<file path="src/rtl/dl_string_ctrl.sv">
// Karplus-Strong plucked-string controller: drives an external delay-line RAM,
// fills it with LFSR noise on a pluck and runs the averaging loop filter on each tick.
module dl_string_ctrl #(
    parameter int          AW        = 11,
    parameter int          DW        = 18,
    parameter logic [22:0] LFSR_SEED = 23'h000001
) (
    input  logic          clk,
    input  logic          reset_n,
    input  logic          tick,
    input  logic          pluck,
    input  logic [AW-1:0] len,
    input  logic [7:0]    gain,
    output logic [AW-1:0] dl_a,
    output logic [DW-1:0] dl_i,
    output logic          dl_wrt,
    input  logic [DW-1:0] dl_o,
    output logic [DW-1:0] sample_out,
    output logic          sample_valid,
    output logic          busy
);

    typedef enum logic [1:0] {IDLE, READ, WRITE, EXCITE} state_t;

    state_t        state_q, state_d;
    logic [AW-1:0] ptr_q, ptr_d;
    logic [AW-1:0] ecnt_q, ecnt_d;
    logic [AW-1:0] len_r_q, len_r_d;
    logic [DW-1:0] cur_q, cur_d;
    logic [DW-1:0] prev_q, prev_d;
    logic [DW-1:0] sample_out_q, sample_out_d;
    logic          sample_valid_q, sample_valid_d;
    logic          pluck_pend_q, pluck_pend_d;
    logic [22:0]   lfsr_q, lfsr_d;

    logic          pend_eff;
    logic [AW-1:0] len_clamped;
    logic [22:0]   lfsr_step;

    logic signed [DW:0]   sum_s;
    logic signed [DW:0]   avg_s;
    logic signed [DW+9:0] avg_x;
    logic signed [DW+9:0] gain_x;
    logic signed [DW+9:0] prod_s;
    logic signed [DW+9:0] y_full;
    logic [DW-1:0]        y;

    // A pluck in the same cycle as a tick must already win in IDLE.
    assign pend_eff    = pluck | pluck_pend_q;
    assign len_clamped = (len < AW'(2)) ? AW'(2) : len;
    assign lfsr_step   = {lfsr_q[21:0], lfsr_q[22] ^ lfsr_q[17]};

    // Loop filter: halve the two-tap sum, then scale by gain/256; |y| <= |avg| so no clipping.
    assign sum_s  = $signed({cur_q[DW-1], cur_q}) + $signed({prev_q[DW-1], prev_q});
    assign avg_s  = sum_s >>> 1;
    assign avg_x  = {{9{avg_s[DW]}}, avg_s};
    assign gain_x = {{(DW+2){1'b0}}, gain};
    assign prod_s = avg_x * gain_x;
    assign y_full = prod_s >>> 8;
    assign y      = y_full[DW-1:0];

    always_comb begin
        state_d        = state_q;
        ptr_d          = ptr_q;
        ecnt_d         = ecnt_q;
        len_r_d        = len_r_q;
        cur_d          = cur_q;
        prev_d         = prev_q;
        sample_out_d   = sample_out_q;
        sample_valid_d = 1'b0;
        pluck_pend_d   = pend_eff;
        lfsr_d         = lfsr_q;
        dl_a           = ptr_q;
        dl_i           = '0;
        dl_wrt         = 1'b0;

        case (state_q)
            IDLE: begin
                if (pend_eff) begin
                    state_d      = EXCITE;
                    pluck_pend_d = 1'b0;
                    len_r_d      = len_clamped;
                    ecnt_d       = '0;
                    ptr_d        = '0;
                    prev_d       = '0;
                end else if (tick) begin
                    state_d = READ;
                    len_r_d = len_clamped;
                end
            end
            READ: begin
                cur_d          = dl_o;
                sample_out_d   = dl_o;
                sample_valid_d = 1'b1;
                state_d        = WRITE;
            end
            WRITE: begin
                dl_i    = y;
                dl_wrt  = 1'b1;
                prev_d  = cur_q;
                // >= so a shortened length pulls an out-of-range pointer back to 0.
                ptr_d   = (ptr_q >= len_r_q - AW'(1)) ? '0 : ptr_q + AW'(1);
                state_d = IDLE;
            end
            EXCITE: begin
                dl_a   = ecnt_q;
                dl_i   = lfsr_q[DW-1:0];
                dl_wrt = 1'b1;
                ecnt_d = ecnt_q + AW'(1);
                lfsr_d = lfsr_step;
                if (ecnt_q == len_r_q - AW'(1)) begin
                    state_d = IDLE;
                end
            end
            default: state_d = IDLE;
        endcase
    end

    always_ff @(posedge clk or negedge reset_n) begin
        if (!reset_n) begin
            state_q        <= IDLE;
            ptr_q          <= '0;
            ecnt_q         <= '0;
            len_r_q        <= AW'(2);
            cur_q          <= '0;
            prev_q         <= '0;
            sample_out_q   <= '0;
            sample_valid_q <= 1'b0;
            pluck_pend_q   <= 1'b0;
            lfsr_q         <= LFSR_SEED;
        end else begin
            state_q        <= state_d;
            ptr_q          <= ptr_d;
            ecnt_q         <= ecnt_d;
            len_r_q        <= len_r_d;
            cur_q          <= cur_d;
            prev_q         <= prev_d;
            sample_out_q   <= sample_out_d;
            sample_valid_q <= sample_valid_d;
            pluck_pend_q   <= pluck_pend_d;
            lfsr_q         <= lfsr_d;
        end
    end

    assign sample_out   = sample_out_q;
    assign sample_valid = sample_valid_q;
    assign busy         = (state_q == EXCITE);

endmodule

</file>
<file path="config.mk">
export PLATFORM = sky130hd
export DESIGN_NAME = dl_string_ctrl
export DESIGN_NICKNAME = d
export VERILOG_FILES = /design/src/rtl/dl_string_ctrl.sv
export SDC_FILE = /design/constraint.sdc
export NUM_CORES = 1
export LEC_CHECK = 0
export CAP_MARGIN = 10
export CORE_UTILIZATION = 24
export DETAILED_ROUTE_END_ITERATION = 12
export SLEW_MARGIN = 20
export SYNTH_ARGS = -nofsm -noshare
export SYNTH_HDL_FRONTEND = slang
export SYNTH_SLANG_ARGS = --single-unit
</file>
<file path="constraint.sdc">
create_clock -name clk -period 9.75 [get_ports clk]
set_input_delay 1.95 -clock clk [delete_from_list [all_inputs] [get_ports clk]]
set_output_delay 1.95 -clock clk [all_outputs]
set_load 0.1 [all_outputs]
</file>
### Word level (Yosys, flattened, before mapping)

Cells that the tools add are included.

* output and inout bits: 50
* logic and storage cells: 52
* bits of input ports: 41
* register bits after elaboration: 96

* order comparisons: 2
* equal/unequal tests: 7
* mux-type cells: 18
* add/sub/neg operators: 4
* reductions and logical operators: 9
* bitwise operators: 2
* multiply operators: 1

Operator list (number)
* 18-bit case mux with 2 select lines: 2
* 11-bit 2-to-1 mux: 6
* 11-bit case mux with 2 select lines: 2
* 18-bit by 9-bit multiplier with 26-bit output: 1
* 11-bit by 1-bit adder with 11-bit output (second input constant): 2
* 18-bit by 18-bit adder with 19-bit output: 1
* 18-bit 2-to-1 mux: 1
* 11-bit equality test: 1
* 11-bit >= comparator: 1
* 11-bit by 2-bit less-than comparator with 1-bit output (second input constant): 1
* 11-bit by 1-bit subtractor with 11-bit output (second input constant): 1
* 2-bit case mux with 4 select lines: 1
* 2-bit AND reduction: 4
* 2-bit 2-to-1 mux: 3
* 2-bit nonzero test: 3
* 2-bit equality test (second input constant): 2
* 1-bit 2-to-1 mux: 3
* 3-bit inequality test (second input constant): 1
* 2-bit by 1-bit equality test with 1-bit output (second input constant): 1
* 2-bit logical NOT: 1
* 2-bit by 1-bit inequality test with 1-bit output (second input constant): 1
* 2-bit inequality test (second input constant): 1
* 2-bit OR reduction: 1
* 1-bit bitwise OR: 1
* 1-bit bitwise XOR: 1

### Longest topological paths before layout

Gate-level depths: netlist (run 1).

* depth in word-level cells: 4
* gate-level depth with buffers: 28
* mapped depth without buffers: 28

### Least setup slack after synthesis (run 1)

No wires, ideal clock.

* path type: reg-to-output
* from: reg, netlist name sample_out[0]
* to: out dl_i[11]
* path buffers: 0
* arrival: 8.757 ns
* path slack: -0.957 ns
* data required time: 7.800 ns
* cell stages (with the launch flop): 28
* cell sequence: dfrtp_1 > and2_1 > fa_1 > a21o_1 > a21oi_2 > a21oi_1 > o32ai_2 > o21bai_1 > a21o_1 > a21oi_1 > xnor2_1 > nand2_1 > fa_1 > inv_1 > fa_1 > fa_1 > inv_1 > fa_1 > inv_1 > ha_1 > a211oi_1 > nand2_1 > o41ai_4 > nor2_1 > a21o_1 > a21oi_1 > xor2_1 > o21ai_0

RTL lines
* end: declaration: line 15 `output logic [DW-1:0] dl_i,`

### Worst setup path in the final report (run 1)

* from: reg prev_q[0]
* to: out dl_i[15]

* longest elaborated chain between the ends: 3

Ends and longest elaborated chain
* start: declaration: line 30 `logic [DW-1:0] prev_q, prev_d;`
* start signal: assignment: line 137 `prev_q <= prev_d;`
* 18-bit by 18-bit adder with 19-bit output: line 54 `assign sum_s = $signed({cur_q[DW-1], cur_q}) + $signed({prev_q[DW-1], prev_q});`
* 18-bit by 9-bit multiplier with 26-bit output: line 58 `assign prod_s = avg_x * gain_x;`
* 18-bit case mux with 2 select lines: line 77 `case (state_q)`

No other way between the ends.

==> qor.csv, run 1 <==
stage,metric,value,unit
placement,placed cell area,11900,sq um
floorplanning,Core Footprint,41900,sq um
placement,post-DP HPWL,20000,microns
route,vias per cell,4.52,
sta,Rel. slew slack,0.285,
logic_synthesis,Yosys warnings,0,
critical_path,CP peak stage delay,0.52,ns
logic_synthesis,Netlist Area Pre-Place,10200,sq um
cts,cts hold-fix bufs,0,
logic_synthesis,Main synth FF type,dfrtp_1,
final_layout,P&R area growth vs syn,20.8,%
cts,H-tree depth,3,
critical_path,Max Fanout on Critical Path,8,
sta,# setup viols final,0,
final_layout,share of layout cells above drive strength 1,0.0954,
floorplanning,Top Ports,91,
placement,"worst slack, placed",0.416,ns
worst_hold_path,Hold Crit Endpoint,lfsr_q[19],
critical_path,"most used cell, CP",fa_1,
critical_path,reg-to-reg startpoint,len_r_q[1],
critical_path,WP data required,7.80,ns
logic_synthesis,Avg Inst Size Synth,8.98,sq um
final_layout,"most common cell after layout, fill and taps aside",nand2_1,
pwr,P_leak,6.12,nW
cts,CTS buffer count,9,
final_layout,nets,1454,
critical_path,CP startpoint kind,flip-flop,
global_routing,GR Util All Layers,0.121,
placement,routability congestion estimate,0.871,
route,Routed WL per cell,14.1,microns
critical_path,buffer and inverter count on the worst path,4,
status,run status,"finished, final reports clean",
cts,"Reg clk slew, reported paths",0.08,ns
job,max-cap violations,0,
final_layout,Final Instance Area,12300,sq um
sta,Fmax,0.107,GHz
sta,Hold WS,0.476,ns
critical_path,Reg2Reg Setup Slack,6.52,ns
cts,Clock Sinks,96,
logic_synthesis,count of cell types in the netlist,71,
critical_path,crit-path leading delay family,adder cells,
final_layout,most frequent cells in the layout,"234 x nand2_1, 162 x inv_1, 109 x fa_1",
sta,Tcrit/Tclk final,0.959,
global_routing,vias in the first global route,8088,
route,Initial DRC Count,372,
cts,CTS max path bufs,2,
global_routing,initial antenna violation count,0,
logic_synthesis,"Net Count, Synth",1366,
pwr,Peak VDD IR,0.0736,mV
sta,worst-margin pin slew,1.06,ns
global_routing,Overflow after GRT,0,
route,Final ANT Viol Nets,0,
route,drt first pass iters,4,
cts,Worst-Skew Late Latency,0.37,ns
sta,Tmin final,9.35,ns
worst_hold_path,min-delay src,lfsr_q[18],
critical_path,Crit Path Category,flip-flop to primary output,
cts,CTS tree,done,
floorplanning,Rows,75,
global_routing,first-pass GRT wire length,41700,microns
placement,I/O Buffers,90,
route,DR vias,7976,
critical_path,Critical Path AT,7.40,ns
route,# DRC,0,
pwr,total power,820,uW
sta,Slew Limit Fails,0,
logic_synthesis,synthesized flop and latch total,96,
critical_path,Worst R2R End,ptr_q[4],
logic_synthesis,Cells after Synth,1133,
sta,"Hold Violations, Final",0,
global_routing,largest net degree at the start of global routing,74,
sta,clk_skew,0.00937,ns
critical_path,crit path max-delay cell type,fa_1,
logic_synthesis,Post-synth EDFFs,0,
logic_synthesis,sequential area share after synthesis,0.236,
sta,RSZ-0062 raised after global routing,false,
critical_path,R2R cell count,11,
cts,Clock Tree Root,clkbuf_16,
floorplanning,Die Wd,208,microns
floorplanning,initial core utilization,0.243,
worst_hold_path,Worst Hold Class,flip-flop to flip-flop,
critical_path,Setup crit end kind,primary output,
sta,Final WS setup,0.401,ns
route,Total Wirelength,24900,microns
logic_synthesis,asr flop ratio synth,1.00,
pwr,PwrDens,66.7,nW/um^2
worst_hold_path,hold path depth,2,
final_layout,post-layout util,0.294,
floorplanning,Die ar.,43200,sq um
floorplanning,die height,208,microns
## Yosys cell counts (4+ instances only)
cell,count,area [sq um]
o31ai_1,4,30.0
a21oi_1,21,105
nand2b_1,4,25.0
ha_1,83,1040
and2_1,64,400
nand3_1,15,75.1
mux2_2,19,214
nor3_1,10,50.1
a22o_1,19,166
a21o_1,15,113
fa_1,109,2180
inv_1,162,608
nor4_1,5,31.3
and3_1,4,25.0
nor2b_1,5,31.3
xnor2_1,39,342
clkbuf_1,31,116
o21ai_0,48,240
nand2_1,234,878
xor2_1,26,228
o21ai_1,6,30.0
nand4_1,8,50.1
a211oi_1,4,30.0
and2_2,5,37.5
a31oi_1,5,31.3
dfrtp_1,94,2350
o21a_1,10,75.1
nor2_1,31,116
## through the flow
stage	setup TNS (ns)	std cells
after floorplan	-0.202	1133
after global placement	0	1746
after detailed placement	0	1746
after CTS	0	1762
after global routing	0	1765
final	0	1766
## state kept, by name, indices dropped and copies added (netlist names)
signal and flops:
ecnt_q 11, ptr_q 11, lfsr_q 23, state_q 2
sample_valid 1, len_r_q 11, prev_q 18, pluck_pend_q 1
sample_out 18
## worst max-delay path by stage
stage	cells after the start	endpoint	start
floorplan	27	dl_i[11]	sample_out[0]
global placement	20	dl_i[11]	gain[1]
CTS	28	dl_i[11]	prev_q[0]
detailed placement	20	dl_i[11]	gain[1]
global route	28	dl_i[15]	prev_q[0]
finish	28	dl_i[15]	prev_q[0]
## logic make-up after synthesis
group / count (synthesis) / share of synthesized area
mux: 20 / 0.0220
flops: 96 / 0.236
xor+xnor: 66 / 0.0575
compound gates: 167 / 0.118
buf+inv: 199 / 0.0746
fa+ha+maj: 192 / 0.316
simple gates: 393 / 0.175
## power by group
part	switching [mW]	total, mW	internal, mW
logic	0.0227	0.0423	0.0196
registers	0.000427	0.399	0.398
clock network	0.176	0.379	0.203
total	0.199	0.820	0.621
## layout make-up
| cell class | count | area (sq um) |
|---|---|---|
| multi-input cells | 838 | 7070 |
| fillers | 4390 | 29600 |
| diodes | 1 | 2.50 |
| clock buffers | 10 | 229 |
| repair buffers | 113 | 1230 |
| clock inverters | 6 | 75.1 |
| well taps | 539 | 674 |
| inverters | 163 | 612 |
| flip-flops and latches | 96 | 2400 |
## worst reg2reg max path, cell delays in order (launching register included)
cell and delay, ns:
dfstp_2 0.54, inv_1 0.06, ha_1 0.22, xnor2_1 0.28, ha_1 0.29, a21o_1 0.16
a21o_1 0.17, a21o_1 0.16, a2111oi_0 0.45, o21a_2 0.40, nand3_1 0.15, o311ai_1 0.24
## repair_timing
action | 4_1_cts | 5_1_grt
gates resized for setup | 0 | 4
setup endpoints to repair | 0 | 8
buffers inserted | 0 | 2
## routing by layer
metal  up-vias  GRT usage  wire (microns)  share of wire
met2       128      0.204           12000           0.48
met3        24     0.0157             823          0.033
met1      4005      0.161           11700           0.47
li1       3819          -               -              -
met4         0     0.0363             410          0.016
met5         -          0               0              0
Note: power is estimated with default switching activity, not from simulation.
==> run 2: changes to the inputs <==
CORE_MARGIN = 8   (was not set)
==> qor.csv, run 2 (synthesis gave the netlist of run 1 again) <==
stage,metric,value,unit,change
floorplanning,Die Wd,222,microns,+6.7%
critical_path,CP startpoint kind,flip-flop,,
final_layout,nets,1450,,-0.28%
global_routing,largest net degree at the start of global routing,63,,-15%
critical_path,Max Fanout on Critical Path,8,,unchanged
sta,"Hold Violations, Final",0,,unchanged
critical_path,Setup crit end kind,primary output,,
sta,RSZ-0062 raised after global routing,false,,
placement,routability congestion estimate,0.853,,-2.1%
sta,worst-margin pin slew,1.12,ns,+0.0604 ns
final_layout,share of layout cells above drive strength 1,0.0941,,-0.00132
route,Initial DRC Count,373,,+0.27%
cts,H-tree depth,3,,unchanged
sta,Fmax,0.107,GHz,-0.38%
pwr,P_leak,6.09,nW,-0.48%
worst_hold_path,min-delay src,lfsr_q[18],,
route,Routed WL per cell,14.3,microns,+1.1%
critical_path,WP data required,7.80,ns,about the same
pwr,total power,804,uW,-2.0%
sta,Setup TNS,0,ns,unchanged
floorplanning,initial core utilization,0.243,,-0.000544
critical_path,Reg2Reg Setup Slack,6.53,ns,about the same
cts,Worst-Skew Late Latency,0.36,ns,about the same
cts,Clock Tree Root,clkbuf_16,,
pwr,PwrDens,65.4,nW/um^2,-1.9%
critical_path,CP peak stage delay,0.53,ns,about the same
cts,Clock Sinks,96,,unchanged
final_layout,ant diodes,0,,-1
pwr,Peak VDD IR,0.0620,mV,-16%
worst_hold_path,Hold Crit Endpoint,lfsr_q[19],,
sta,# setup viols final,0,,unchanged
sta,Slew Limit Fails,0,,unchanged
final_layout,max reg flops,23,,unchanged
global_routing,GR Util All Layers,0.105,,-0.0158
final_layout,"most common cell after layout, fill and taps aside",nand2_1,,
critical_path,Critical Path AT,7.43,ns,+0.03 ns
status,run status,"finished, final reports clean",,
global_routing,vias in the first global route,8079,,-0.11%
final_layout,most frequent cells in the layout,"234 x nand2_1, 162 x inv_1, 109 x fa_1",,
cts,CTS tree,done,,
final_layout,Final Instance Area,12300,sq um,about the same
floorplanning,Core Footprint,41900,sq um,+0.22%
cts,CTS max path bufs,2,,unchanged
global_routing,first-pass GRT wire length,42200,microns,+1.2%
final_layout,P&R area growth vs syn,20.7,%,about the same
route,Total Wirelength,25100,microns,+0.84%
route,# DRC,0,,unchanged
critical_path,reg-to-reg startpoint,len_r_q[1],,
placement,post-DP HPWL,20600,microns,+3.1%
placement,I/O Buffers,90,,unchanged
critical_path,crit path max-delay cell type,fa_1,,
global_routing,initial antenna violation count,0,,unchanged
cts,"Reg clk slew, reported paths",0.07,ns,about the same
job,max-cap violations,0,,unchanged
floorplanning,die height,222,microns,+6.7%
route,DR vias,7846,,-1.6%
sta,clk_skew,0.0164,ns,+0.00699 ns
route,drt first pass iters,5,,+1
global_routing,Overflow after GRT,0,,unchanged
worst_hold_path,hold path depth,2,,unchanged
floorplanning,Top Ports,91,,unchanged
critical_path,Worst R2R End,ptr_q[4],,
worst_hold_path,Worst Hold Class,flip-flop to flip-flop,,
critical_path,Crit Path Category,flip-flop to primary output,,
sta,Tcrit/Tclk final,0.963,,+0.00367
placement,Cells after DPL,1742,,-0.23%
floorplanning,Rows,75,,unchanged
sta,Tmin final,9.38,ns,+0.0358 ns
route,Final ANT Viol Nets,0,,unchanged
final_layout,most flop-heavy register,lfsr_q,,
cts,CTS buffer count,9,,unchanged
floorplanning,Die ar.,49300,sq um,+14%
critical_path,R2R cell count,11,,unchanged
sta,Rel. slew slack,0.245,,-0.0405
final_layout,Final Non-Filler Cells,1761,,-0.28%
critical_path,"most used cell, CP",fa_1,,
route,vias per cell,4.46,,-1.4%
placement,placed cell area,11900,sq um,-0.10%
cts,cts hold-fix bufs,0,,unchanged
run 2: cell types whose count changed in the layout (fill, tap and decap cells not counted), sizes merged:
cell      change
inv           -1
clkinv        -1
clkbuf        +1
buf           -4
clkinvlp      +1
diode         -1
run 2: final cells by class:
cell class              instances  area, sq um
repair buffers                109         1200
clock inverters                 5         65.1
flip-flops and latches         96         2400
inverters                     163          612
multi-input cells             838         7100
clock buffers                  11          233
well taps                     539          674
fillers                      4364        29700
run 2: repair_timing:
action | 4_1_cts | 5_1_grt
gates resized for setup | 0 | 8
endpoints found under the setup margin | 0 | 9
buffers inserted | 0 | 3
run 2: how the worst max path moves through the flow:
stage               depth (start not counted)  endpoint     startpoint
CTS                                        28  dl_i[11]  sample_out[0]
finish                                     28  dl_i[15]  sample_out[0]
detailed placement                         20  dl_i[11]        gain[0]
global placement                           20  dl_i[11]        gain[0]
global route                               28  dl_i[11]  sample_out[0]
floorplan                                  27  dl_i[11]  sample_out[0]
run 2: layer usage:
metal  up-vias  track usage  wire length [microns]
met5         -            0                      0
met4         0       0.0349                    512
met3        31       0.0176                   1030
met2       157        0.176                  12200
met1      3860        0.136                  11400
li1       3798            -                      -
run 2: critical path, delay by kind of cell (launching register included):
family / cells / cell delay, ns
compound gates: 12 / 2.71
xor+xnor: 2 / 0.30
fa+ha+maj: 6 / 2.78
buf+inv: 4 / 0.37
flops: 1 / 0.42
simple gates: 4 / 0.49
run 2: stage by stage:
step                utilization  worst slack, ns  hold WS, ns
floorplan                     -           -0.202        0.439
global placement          0.284            0.512        0.448
detailed placement        0.284            0.475        0.456
CTS                       0.291            0.162        0.473
global route              0.293           0.0277        0.499
finish                    0.293            0.365        0.468
run 2: power breakdown:
part	switching, mW	internal (mW)	leakage [nW]
clock	0.162	0.201	0.138
sequential	0.000459	0.398	1.24
combinational	0.0227	0.0184	4.71
total	0.185	0.618	6.09
